### src/rtl/if_fetch_stage_if.sv
`default_nettype none
// ============================================================================
// Module      : if_fetch_stage_if
// Description : Bundle of every non-clock signal of the instruction-fetch
//               front end: the BTB lookup pair, the instruction-memory
//               request/response port, the redirect input and the
//               fetch-queue head presented to decode.
//               master : fetch-stage side (drives PC, requests, queue head)
//               slave  : environment side (BTB, memory, branch unit, decode)
// Revision    : 1.0 - initial release
// ============================================================================
interface if_fetch_stage_if #(
    parameter int XLEN = 32
);
    // BTB lookup
    logic [XLEN-1:0] if_PC;
    logic            btb_taken;
    logic [XLEN-1:0] btb_target_PC;

    // Instruction-memory request / response
    logic            proc2Imem_valid;
    logic [XLEN-1:0] proc2Imem_addr;
    logic            Imem2proc_ready;
    logic            Imem2proc_data_valid;
    logic [31:0]     Imem2proc_data;

    // Mispredict / recovery redirect
    logic            redirect_en;
    logic [XLEN-1:0] redirect_PC;

    // Fetch-queue head toward decode
    logic            fq_valid;
    logic [31:0]     fq_inst;
    logic [XLEN-1:0] fq_PC;
    logic [XLEN-1:0] fq_NPC;
    logic            fq_pred_taken;
    logic            decode_ready;

    modport master (
        output if_PC,
        input  btb_taken,
        input  btb_target_PC,
        output proc2Imem_valid,
        output proc2Imem_addr,
        input  Imem2proc_ready,
        input  Imem2proc_data_valid,
        input  Imem2proc_data,
        input  redirect_en,
        input  redirect_PC,
        output fq_valid,
        output fq_inst,
        output fq_PC,
        output fq_NPC,
        output fq_pred_taken,
        input  decode_ready
    );

    modport slave (
        input  if_PC,
        output btb_taken,
        output btb_target_PC,
        input  proc2Imem_valid,
        input  proc2Imem_addr,
        output Imem2proc_ready,
        output Imem2proc_data_valid,
        output Imem2proc_data,
        output redirect_en,
        output redirect_PC,
        input  fq_valid,
        input  fq_inst,
        input  fq_PC,
        input  fq_NPC,
        input  fq_pred_taken,
        output decode_ready
    );
endinterface
`default_nettype wire

### src/rtl/if_fetch_stage.sv
`default_nettype none
// ============================================================================
// Module      : if_fetch_stage
// Description : Instruction-fetch front end. Owns the fetch PC, issues one
//               instruction-memory request per cycle while credit remains,
//               remembers the PC/prediction of every live in-flight request
//               in a tag FIFO, pairs in-order responses with their tags into
//               a fetch queue for decode, and on a redirect flushes queued
//               work and counts stale in-flight responses to discard.
// Ports       : clock - rising-edge clock
//               reset - asynchronous active-low reset
//               bus   - if_fetch_stage_if.master (BTB, Imem, redirect, decode)
// Parameters  : XLEN     - address width
//               FQ_DEPTH - queue depth and cap on queued + in-flight work
//                          (power of two, >= 2)
//               RESET_PC - fetch PC after reset
// Revision    : 1.0 - initial release
// ============================================================================
module if_fetch_stage #(
    parameter int              XLEN     = 32,
    parameter int              FQ_DEPTH = 4,
    parameter logic [XLEN-1:0] RESET_PC = '0
) (
    input  wire logic           clock,
    input  wire logic           reset,
    if_fetch_stage_if.master    bus
);

    localparam int PW = $clog2(FQ_DEPTH);   // pointer width
    localparam int CW = PW + 1;             // count width (holds FQ_DEPTH)
    localparam logic [CW:0]   c_DEPTH_SUM = (CW+1)'(FQ_DEPTH);
    localparam logic [CW-1:0] c_DEPTH_CNT = CW'(FQ_DEPTH);

    // ------------------------------------------------------------------
    // State
    // ------------------------------------------------------------------
    logic [XLEN-1:0] r_pc;

    // Tag FIFO: prediction context of live in-flight requests
    logic [XLEN-1:0] r_tag_pc    [FQ_DEPTH];
    logic [XLEN-1:0] r_tag_npc   [FQ_DEPTH];
    logic            r_tag_taken [FQ_DEPTH];
    logic [PW-1:0]   r_tag_wr;
    logic [PW-1:0]   r_tag_rd;
    logic [CW-1:0]   r_live_cnt;

    // Responses still owed by memory for requests killed by a redirect
    logic [CW-1:0]   r_drop_cnt;

    // Fetch queue toward decode
    logic [31:0]     r_fq_inst   [FQ_DEPTH];
    logic [XLEN-1:0] r_fq_pc     [FQ_DEPTH];
    logic [XLEN-1:0] r_fq_npc    [FQ_DEPTH];
    logic            r_fq_taken  [FQ_DEPTH];
    logic [PW-1:0]   r_fq_head;
    logic [PW-1:0]   r_fq_tail;
    logic [CW-1:0]   r_fq_count;

    // ------------------------------------------------------------------
    // Handshake decode
    // ------------------------------------------------------------------
    logic [CW:0] w_used;
    logic        w_req_valid;
    logic        w_accept;
    logic        w_resp;
    logic        w_resp_drop;
    logic        w_enq;
    logic        w_deq;
    logic        w_redirect;

    assign w_redirect  = bus.redirect_en;

    // Every queued entry, live request and stale request holds one credit,
    // so a response always finds room in the fetch queue.
    assign w_used      = {1'b0, r_fq_count} + {1'b0, r_live_cnt} + {1'b0, r_drop_cnt};
    assign w_req_valid = (w_used < c_DEPTH_SUM) && !w_redirect;
    assign w_accept    = w_req_valid && bus.Imem2proc_ready;

    assign w_resp      = bus.Imem2proc_data_valid;
    assign w_resp_drop = w_resp && (r_drop_cnt != '0);
    // A response during a redirect belongs to a request being killed.
    assign w_enq       = w_resp && (r_drop_cnt == '0) && !w_redirect;
    assign w_deq       = (r_fq_count != '0) && bus.decode_ready && !w_redirect;

    // ------------------------------------------------------------------
    // Outputs
    // ------------------------------------------------------------------
    assign bus.if_PC           = r_pc;
    assign bus.proc2Imem_valid = w_req_valid;
    assign bus.proc2Imem_addr  = r_pc;

    assign bus.fq_valid        = (r_fq_count != '0);
    assign bus.fq_inst         = r_fq_inst[r_fq_head];
    assign bus.fq_PC           = r_fq_pc[r_fq_head];
    assign bus.fq_NPC          = r_fq_npc[r_fq_head];
    assign bus.fq_pred_taken   = r_fq_taken[r_fq_head];

    // ------------------------------------------------------------------
    // Fetch PC
    // ------------------------------------------------------------------
    always_ff @(posedge clock or negedge reset) begin
        if (!reset) begin
            r_pc <= RESET_PC;
        end else if (w_redirect) begin
            r_pc <= bus.redirect_PC;
        end else if (w_accept) begin
            r_pc <= bus.btb_target_PC;
        end
    end

    // ------------------------------------------------------------------
    // Tag FIFO and in-flight accounting
    // ------------------------------------------------------------------
    always_ff @(posedge clock or negedge reset) begin
        if (!reset) begin
            for (int i = 0; i < FQ_DEPTH; i++) begin
                r_tag_pc[i]    <= '0;
                r_tag_npc[i]   <= '0;
                r_tag_taken[i] <= 1'b0;
            end
            r_tag_wr   <= '0;
            r_tag_rd   <= '0;
            r_live_cnt <= '0;
            r_drop_cnt <= '0;
        end else if (w_redirect) begin
            // Everything live becomes stale; a response arriving now is
            // already one of those and is retired immediately.
            r_tag_wr   <= '0;
            r_tag_rd   <= '0;
            r_live_cnt <= '0;
            r_drop_cnt <= r_drop_cnt + r_live_cnt - CW'(w_resp);
        end else begin
            if (w_accept) begin
                r_tag_pc[r_tag_wr]    <= r_pc;
                r_tag_npc[r_tag_wr]   <= bus.btb_target_PC;
                r_tag_taken[r_tag_wr] <= bus.btb_taken;
                r_tag_wr              <= r_tag_wr + PW'(1);
            end
            if (w_enq) begin
                r_tag_rd <= r_tag_rd + PW'(1);
            end
            r_live_cnt <= r_live_cnt + CW'(w_accept) - CW'(w_enq);
            r_drop_cnt <= r_drop_cnt - CW'(w_resp_drop);
        end
    end

    // ------------------------------------------------------------------
    // Fetch queue
    // ------------------------------------------------------------------
    always_ff @(posedge clock or negedge reset) begin
        if (!reset) begin
            for (int i = 0; i < FQ_DEPTH; i++) begin
                r_fq_inst[i]  <= '0;
                r_fq_pc[i]    <= '0;
                r_fq_npc[i]   <= '0;
                r_fq_taken[i] <= 1'b0;
            end
            r_fq_head  <= '0;
            r_fq_tail  <= '0;
            r_fq_count <= '0;
        end else if (w_redirect) begin
            r_fq_head  <= '0;
            r_fq_tail  <= '0;
            r_fq_count <= '0;
        end else begin
            if (w_enq) begin
                r_fq_inst[r_fq_tail]  <= bus.Imem2proc_data;
                r_fq_pc[r_fq_tail]    <= r_tag_pc[r_tag_rd];
                r_fq_npc[r_fq_tail]   <= r_tag_npc[r_tag_rd];
                r_fq_taken[r_fq_tail] <= r_tag_taken[r_tag_rd];
                r_fq_tail             <= r_fq_tail + PW'(1);
            end
            if (w_deq) begin
                r_fq_head <= r_fq_head + PW'(1);
            end
            r_fq_count <= r_fq_count + CW'(w_enq) - CW'(w_deq);
        end
    end

    // ------------------------------------------------------------------
    // Protocol checks
    // ------------------------------------------------------------------
    a_no_fq_overflow : assert property (
        @(posedge clock) disable iff (!reset)
        !(w_enq && (r_fq_count == c_DEPTH_CNT))
    );

    a_no_orphan_response : assert property (
        @(posedge clock) disable iff (!reset)
        !(w_resp && (r_live_cnt == '0) && (r_drop_cnt == '0))
    );

endmodule
`default_nettype wire

### src/flat_wrapper.sv
// flat-port wrapper written by rule: the top's interface ports become plain ports
module if_fetch_stage_flat 
#(
    parameter int              XLEN     = 32,
    parameter int              FQ_DEPTH = 4,
    parameter logic [XLEN-1:0] RESET_PC = '0
)
  (clock, reset, bus_if_PC, bus_btb_taken, bus_btb_target_PC, bus_proc2Imem_valid, bus_proc2Imem_addr, bus_Imem2proc_ready, bus_Imem2proc_data_valid, bus_Imem2proc_data, bus_redirect_en, bus_redirect_PC, bus_fq_valid, bus_fq_inst, bus_fq_PC, bus_fq_NPC, bus_fq_pred_taken, bus_decode_ready);
  if_fetch_stage_if #(.XLEN(XLEN)) bus_i ();
  input  wire logic clock;
  input  wire logic reset;
  output wire logic [$bits(bus_i.if_PC)-1:0] bus_if_PC;
  input wire logic [$bits(bus_i.btb_taken)-1:0] bus_btb_taken;
  input wire logic [$bits(bus_i.btb_target_PC)-1:0] bus_btb_target_PC;
  output wire logic [$bits(bus_i.proc2Imem_valid)-1:0] bus_proc2Imem_valid;
  output wire logic [$bits(bus_i.proc2Imem_addr)-1:0] bus_proc2Imem_addr;
  input wire logic [$bits(bus_i.Imem2proc_ready)-1:0] bus_Imem2proc_ready;
  input wire logic [$bits(bus_i.Imem2proc_data_valid)-1:0] bus_Imem2proc_data_valid;
  input wire logic [$bits(bus_i.Imem2proc_data)-1:0] bus_Imem2proc_data;
  input wire logic [$bits(bus_i.redirect_en)-1:0] bus_redirect_en;
  input wire logic [$bits(bus_i.redirect_PC)-1:0] bus_redirect_PC;
  output wire logic [$bits(bus_i.fq_valid)-1:0] bus_fq_valid;
  output wire logic [$bits(bus_i.fq_inst)-1:0] bus_fq_inst;
  output wire logic [$bits(bus_i.fq_PC)-1:0] bus_fq_PC;
  output wire logic [$bits(bus_i.fq_NPC)-1:0] bus_fq_NPC;
  output wire logic [$bits(bus_i.fq_pred_taken)-1:0] bus_fq_pred_taken;
  input wire logic [$bits(bus_i.decode_ready)-1:0] bus_decode_ready;
  assign bus_if_PC = bus_i.if_PC;
  assign bus_i.btb_taken = bus_btb_taken;
  assign bus_i.btb_target_PC = bus_btb_target_PC;
  assign bus_proc2Imem_valid = bus_i.proc2Imem_valid;
  assign bus_proc2Imem_addr = bus_i.proc2Imem_addr;
  assign bus_i.Imem2proc_ready = bus_Imem2proc_ready;
  assign bus_i.Imem2proc_data_valid = bus_Imem2proc_data_valid;
  assign bus_i.Imem2proc_data = bus_Imem2proc_data;
  assign bus_i.redirect_en = bus_redirect_en;
  assign bus_i.redirect_PC = bus_redirect_PC;
  assign bus_fq_valid = bus_i.fq_valid;
  assign bus_fq_inst = bus_i.fq_inst;
  assign bus_fq_PC = bus_i.fq_PC;
  assign bus_fq_NPC = bus_i.fq_NPC;
  assign bus_fq_pred_taken = bus_i.fq_pred_taken;
  assign bus_i.decode_ready = bus_decode_ready;
  if_fetch_stage #(.XLEN(XLEN), .FQ_DEPTH(FQ_DEPTH), .RESET_PC(RESET_PC)) u_core (.clock(clock), .reset(reset), .bus(bus_i));
endmodule
### config.mk
export PLATFORM = sky130hd
export DESIGN_NAME = if_fetch_stage_flat
export DESIGN_NICKNAME = d
export VERILOG_FILES = /design/src/rtl/if_fetch_stage_if.sv /design/src/rtl/if_fetch_stage.sv /design/src/flat_wrapper.sv
export SDC_FILE = /design/constraint.sdc
export NUM_CORES = 1
export LEC_CHECK = 0
export ABC_CLOCK_PERIOD_IN_PS = 10300
export CORE_ASPECT_RATIO = 0.9
export CORE_MARGIN = 1.5
export CORE_UTILIZATION = 40
export DETAILED_ROUTE_END_ITERATION = 16
export SLEW_MARGIN = 20
export SYNTH_ARGS = -nofsm -noshare
export SYNTH_HDL_FRONTEND = slang
export SYNTH_SLANG_ARGS = --single-unit
### constraint.sdc
create_clock -name clock -period 10.3 [get_ports clock]
set_clock_uncertainty 0.05 [all_clocks]
set_input_delay 2.06 -clock clock [delete_from_list [all_inputs] [get_ports clock]]
set_output_delay 2.06 -clock clock [all_outputs]
set_load 0.05 [all_outputs]
After elaboration in Yosys (flattened, before gate mapping)
Index checks and enable logic that the tools add are counted.
{ "word_totals": {"ff_bits": 697, "latch_bits": 0, "mem_bits_rw": 0, "romBits": 0, "input_bits": 103, "out_inout_bits": 163, "wordCells": 128, "memories": 0} }
{ "classes": {"add_sub_neg": 13, "multipliers": 0, "n_div": 0, "order_cmp": 7, "eq_ne": 0, "shifts": 0, "mux": 49, "n_bitwise": 5, "n_reduce_logical": 18} }
{ "ops": {"columns": ["operator", "n"], "rows": [
  ["128-bit bitwise mux", 5],
  ["32-bit two-way mux", 14],
  ["32-bit binary-select mux with 2-bit select", 5],
  ["32-bit demux with 2-bit select", 2],
  ["2-bit two-way mux", 8],
  ["3-bit greater-or-equal comparator, second input constant", 4],
  ["2-bit NOT with 3-bit output", 4],
  ["3-bit by 1-bit subtractor with 3-bit output", 4],
  ["1-bit logical AND", 9],
  ["3-bit two-way mux", 3],
  ["2-bit by 1-bit adder with 2-bit output, second input constant", 4],
  ["4-bit bitwise mux", 2],
  ["3-bit by 1-bit adder with 3-bit output", 2],
  ["3-bit by 1-bit less-than comparator with 1-bit output, second input constant", 2],
  ["1-bit two-way mux", 6],
  ["2-bit nonzero test", 3],
  ["3-bit nonzero test", 2],
  ["3-bit by 3-bit adder with 4-bit output", 1],
  ["4-bit by 3-bit adder with 4-bit output", 1],
  ["1-bit binary-select mux with 2-bit select", 2],
  ["1-bit demux with 2-bit select", 2],
  ["4-bit by 3-bit less-than comparator with 1-bit output, second input constant", 1],
  ["2-bit AND reduction", 2],
  ["3-bit adder", 1],
  ["3 further kinds", 3]
]} }

Depth between registers and ports, before layout
{ "depth": {"word_depth": 8, "mapped_depth": 13} }

Worst setup path before layout
OpenSTA, ideal clock, no wires.
{ "synth_timing": {"kind": "input to output", "startpoint": "input bus_redirect_en", "endpoint": "output bus_proc2Imem_valid", "t_arrival_ps": 2964, "t_required_ps": 8190, "path_slack_ps": 5226, "stages": 3, "n_path_buf": 2, "path_cell_list": "clkbuf_1 > clkbuf_1 > and3b_1"} }
{ "synth_via": {"elab_chain_len": 2} }
{ "synth_rtl": {"columns": ["item", "line_no", "source"], "rows": [
  ["start, declared", "flat_wrapper.sv:20", "input wire logic [$bits(bus_i.redirect_en)-1:0] bus_redirect_en;"],
  ["1-bit zero test", "if_fetch_stage.sv:76", "assign w_req_valid = (w_used < c_DEPTH_SUM) && !w_redirect;"],
  ["1-bit logical AND", "if_fetch_stage.sv:76", null],
  ["end, declared", "flat_wrapper.sv:15", "output wire logic [$bits(bus_i.proc2Imem_valid)-1:0] bus_proc2Imem_valid;"]
]} }
No other way between the ends.

Final worst setup path
{ "layout_timing": {"startpoint": "register u_core.r_fq_count[1]", "endpoint": "output bus_proc2Imem_valid"} }
{ "layout_via": {"elab_chain_len": 4} }
{ "layout_rtl": {"columns": ["item", "line_no", "source"], "rows": [
  ["start, declared", "if_fetch_stage.sv:57", "logic [CW-1:0] r_fq_count;"],
  ["start signal, assigned", "if_fetch_stage.sv:176", "r_fq_count <= r_fq_count + CW'(w_enq) - CW'(w_deq);"],
  ["3-bit by 3-bit adder with 4-bit output", "if_fetch_stage.sv:75", "assign w_used = {1'b0, r_fq_count} + {1'b0, r_live_cnt} + {1'b0, r_drop_cnt};"],
  ["4-bit by 3-bit adder with 4-bit output", "if_fetch_stage.sv:75", null],
  ["4-bit by 3-bit less-than comparator with 1-bit output", "if_fetch_stage.sv:76", null],
  ["1-bit logical AND", "if_fetch_stage.sv:76", null]
]} }
No other way between the ends.

==> impl_metrics.yaml <==
logic_synthesis:
  synth_cells: 1893
  synth_top_cells_by_count: "697 x dfrtp_1, 528 x mux2_2, 162 x mux4_2"
  fraction_of_the_yosys_area_taken_by_sequential_cells_pct: 55.56
  edff_count_synth: 0
  synthesis.area_per_instance_um2: 16.58
  synth.distinct_cells: 33
  ys_seq_elements: 697
  post_synth_instance_area_um2: 31390
  ys.warnings.count: 0
  synth_flop_cell: "dfrtp_1"
  number_of_nets_produced_by_synthesis: 2020
  netlist_top_cells_area: "dfrtp_1 56%, mux2_2 19%, mux4_2 12%, mux2_4 5.7%, buf_6 1.0%"
  synthMostInstantiatedCell: "dfrtp_1"
  synth_top_cell_by_area: "dfrtp_1"
  yosys.area.top_type_share_pct: 55.56
  async_flop_share_pct: 100.0
clock_tree:
  hold_buffers: 0
  max-clock-path-buffers: 3
  cts.sink_count: 697
  number_of_instances_resized_during_post_cts_repair: 0
  clk_root_buffer_cell: "clkbuf_16"
  clk_pin_slew_ns: 0.06
  clk-insertion-delay-late_ns: 0.60
  post-cts-setup-buffer-count: 0
  ctsHtreeMaxLevel: 3
  tritoncts: "built"
  cts_inserted_buffers: 75
sta:
  period_minus_slack_ns: 6.188
  tns_ns: 0
  worst_pin_slew_ns: 1.143
  final_max_slew_viol_count: 0
  finalSetupViolations: 0
  layout_setup_ws_ns: 4.112
  rsz0062_at_grt: "no"
  fmax_mhz: 161.6
  hold_violations: 0
  final_cycle_share_pct: 60.07
  rel_slew_slack_pct: 23.81
critical_path:
  startpoint_type_of_the_worst_setup_path: "flip-flop"
  critical_path_class: "flip-flop to output pin"
  setup.reg_to_reg.worst_slack_ns: 5.88
  crit_chain: "inv_1, fa_1, or2_2, fa_1, xor2_4, buf_4, and3b_1, clkdlybuf4s50_1"
  critical_path_required_ns: 8.19
  delay_heaviest_family_cp: "buffers and inverters"
  critical_path.max_stage_delay_ns: 0.80
  worst_r2r_startpoint: "u_core.r_fq_count[1]$_DFF_PN0_"
  timing.reg2reg.worst_path_depth: 9
  cp_data_arrival_time_ns: 4.08
  timing.critical_path.slowest_stage_cell: "clkdlybuf4s50_1"
  crit_cells: 8
  crit_buf_inv: 3
  regToRegEndpoint: "u_core.r_tag_npc[100]$_DFFE_PN0P_"
  worst_path_most_repeated_cell: "fa_1"
  crit_path_max_fanout: 40
  endpoint_kind: "output pin"
die:
  die_width_um: 298.3
  rows: 97
  floorplan.die.height_um: 268.8
  floorplan.initialDensity_pct: 40.35
  die_area_um2: 80170
  core_um2: 77800
  ioPinCount: 266
min_path:
  worst_hold_path_type: "flip-flop to flip-flop"
  min_delay_worst_endpoint: "u_core.r_fq_npc[41]$_DFFE_PN0P_"
  hold_path_startpoint: "u_core.r_fq_npc[41]$_DFFE_PN0P_"
  hold_path_depth: 1
detailed_routing:
  drt_pass1_iterations: 5
  avgRoutedWirePerCell_um: 23.79
  route.antenna.remaining_nets: 0
  vias: 17205
  route.final.wire_length_um: 76010
  detailedRoute.firstIterationViolations: 896
  via_count_normalized_by_instance_count: 5.385
  detail_route.drc_violations: 0
global_routing:
  global_route_wire_length_before_repair_um: 117900
  grt_antenna_before_repair: 7
  first_global_vias: 19060
  groute.usage.overall_pct: 19.30
  grt_remaining_overflow: 0
  maximum_number_of_pins_on_one_net_before_global_route_repair: 187
placed_design:
  gp_congestion: 0.7671
  port-buffer-count: 265
  detailedPlace.worstSlack_ns: 4.761
  post-dp-hpwl_um: 47400
  dpl_cell_area_um2: 34630
pwr:
  ir_drop_v: 0.0002360
  design_power_total_w: 0.01105
  total_leakage_power_nw: 17.31
  powerDensity_nw_per_um2: 297.9
cells_and_area:
  postLayoutCellArea_um2: 37080
  layout-drive-gt1-share_pct: 45.01
  flow.area_growth_from_synthesis_pct: 18.13
  final_net_count: 2229
run_status:
  run_status: "completed"
flow_run:
  maxCapViolations: 0
## final cells by class
| type | instances | area, µm² |
|---|---|---|
| Tap cell | 1039 | 1300 |
| Fill cell | 6572 | 40720 |
| Multi-Input combinational cell | 987 | 12810 |
| Inverter | 49 | 183.9 |
| Clock buffer | 111 | 2223 |
| Timing Repair Buffer | 292 | 2884 |
| Antenna cell | 1 | 2.502 |
| Sequential cell | 697 | 17460 |
| Clock inverter | 19 | 216.5 |
## state kept, by name (all words and copies together) (netlist names), 3 cells and up
signal	count
u_core.r_drop_cnt	3
u_core.r_tag_pc	128
u_core.bus.if_PC	32
u_core.r_fq_inst	128
u_core.r_fq_npc	128
u_core.r_tag_npc	128
u_core.r_live_cnt	3
u_core.r_fq_count	3
u_core.r_tag_taken	4
u_core.r_fq_pc	128
u_core.r_fq_taken	4
## layout by cell type, fill, tap and decap left out, types with 3 or more instances in the layout
cell type	instances
inv_1	49
ha_1	18
buf_4	24
nor2b_1	4
dfrtp_4	4
clkdlybuf4s50_1	263
mux4_2	162
bufinv_16	4
dfrtp_1	693
nand3_4	4
mux2_4	120
nand2_1	33
nand3_1	34
nand3b_4	4
o311ai_0	33
clkbuf_16	76
mux2_2	528
clkbuf_8	19
fa_1	6
nor2_1	11
clkinv_2	11
xnor2_1	5
a21oi_1	3
xor2_1	4
clkbuf_1	16
## through the flow
stage | hold slack, ns | utilization (%) | instances
after floorplan | 0.4238 | - | 1893
after global routing | 0.4583 | 47.66 | 3194
final | 0.4475 | 47.66 | 3195
after detailed placement | 0.4371 | 44.52 | 3064
after CTS | 0.4500 | 47.66 | 3194
after global placement | 0.4312 | 44.52 | 3064
## cell families (layout without fill, tap and decap cells)
| logic type | count (synthesis) | in the layout | synth area share [%] |
|---|---|---|---|
| other | 0 | 1 | 0 |
| buffers and inverters | 209 | 471 | 3.838 |
| and+or+nand+nor | 98 | 98 | 1.670 |
| xor gates and xnor gates | 11 | 11 | 0.3547 |
| adders and majority gates | 24 | 24 | 1.100 |
| DFF | 697 | 697 | 55.56 |
| AOI/OAI and AO/OA | 42 | 42 | 1.104 |
| muxes | 812 | 812 | 36.37 |
## routing by layer
layer	global-route usage (%)	vias up	wire (µm)
met2	32.21	348	37280
met4	4.390	6	1306
met5	0	-	35
met1	26.37	9382	34290
li1	-	7380	-
met3	3.489	89	3091
## worst max-delay path by stage
| stage | start | end |
|---|---|---|
| global route | u_core.r_fq_count[1]$_DFF_PN0_ | bus_proc2Imem_valid |
| global placement | u_core.r_fq_count[1]$_DFF_PN0_ | bus_proc2Imem_valid |
| floorplan | bus_redirect_en | bus_proc2Imem_valid |
| finish | u_core.r_fq_count[1]$_DFF_PN0_ | bus_proc2Imem_valid |
| detailed placement | u_core.r_fq_count[1]$_DFF_PN0_ | bus_proc2Imem_valid |
| CTS | u_core.r_fq_count[1]$_DFF_PN0_ | bus_proc2Imem_valid |
## power by group
part / switching, W / total (W) / internal (W)
logic: 0.00244 / 0.00436 / 0.00192
clock network: 0.00109 / 0.00268 / 0.00159
registers: 0.000528 / 0.00400 / 0.00348
(Power assumes the default switching activity.)
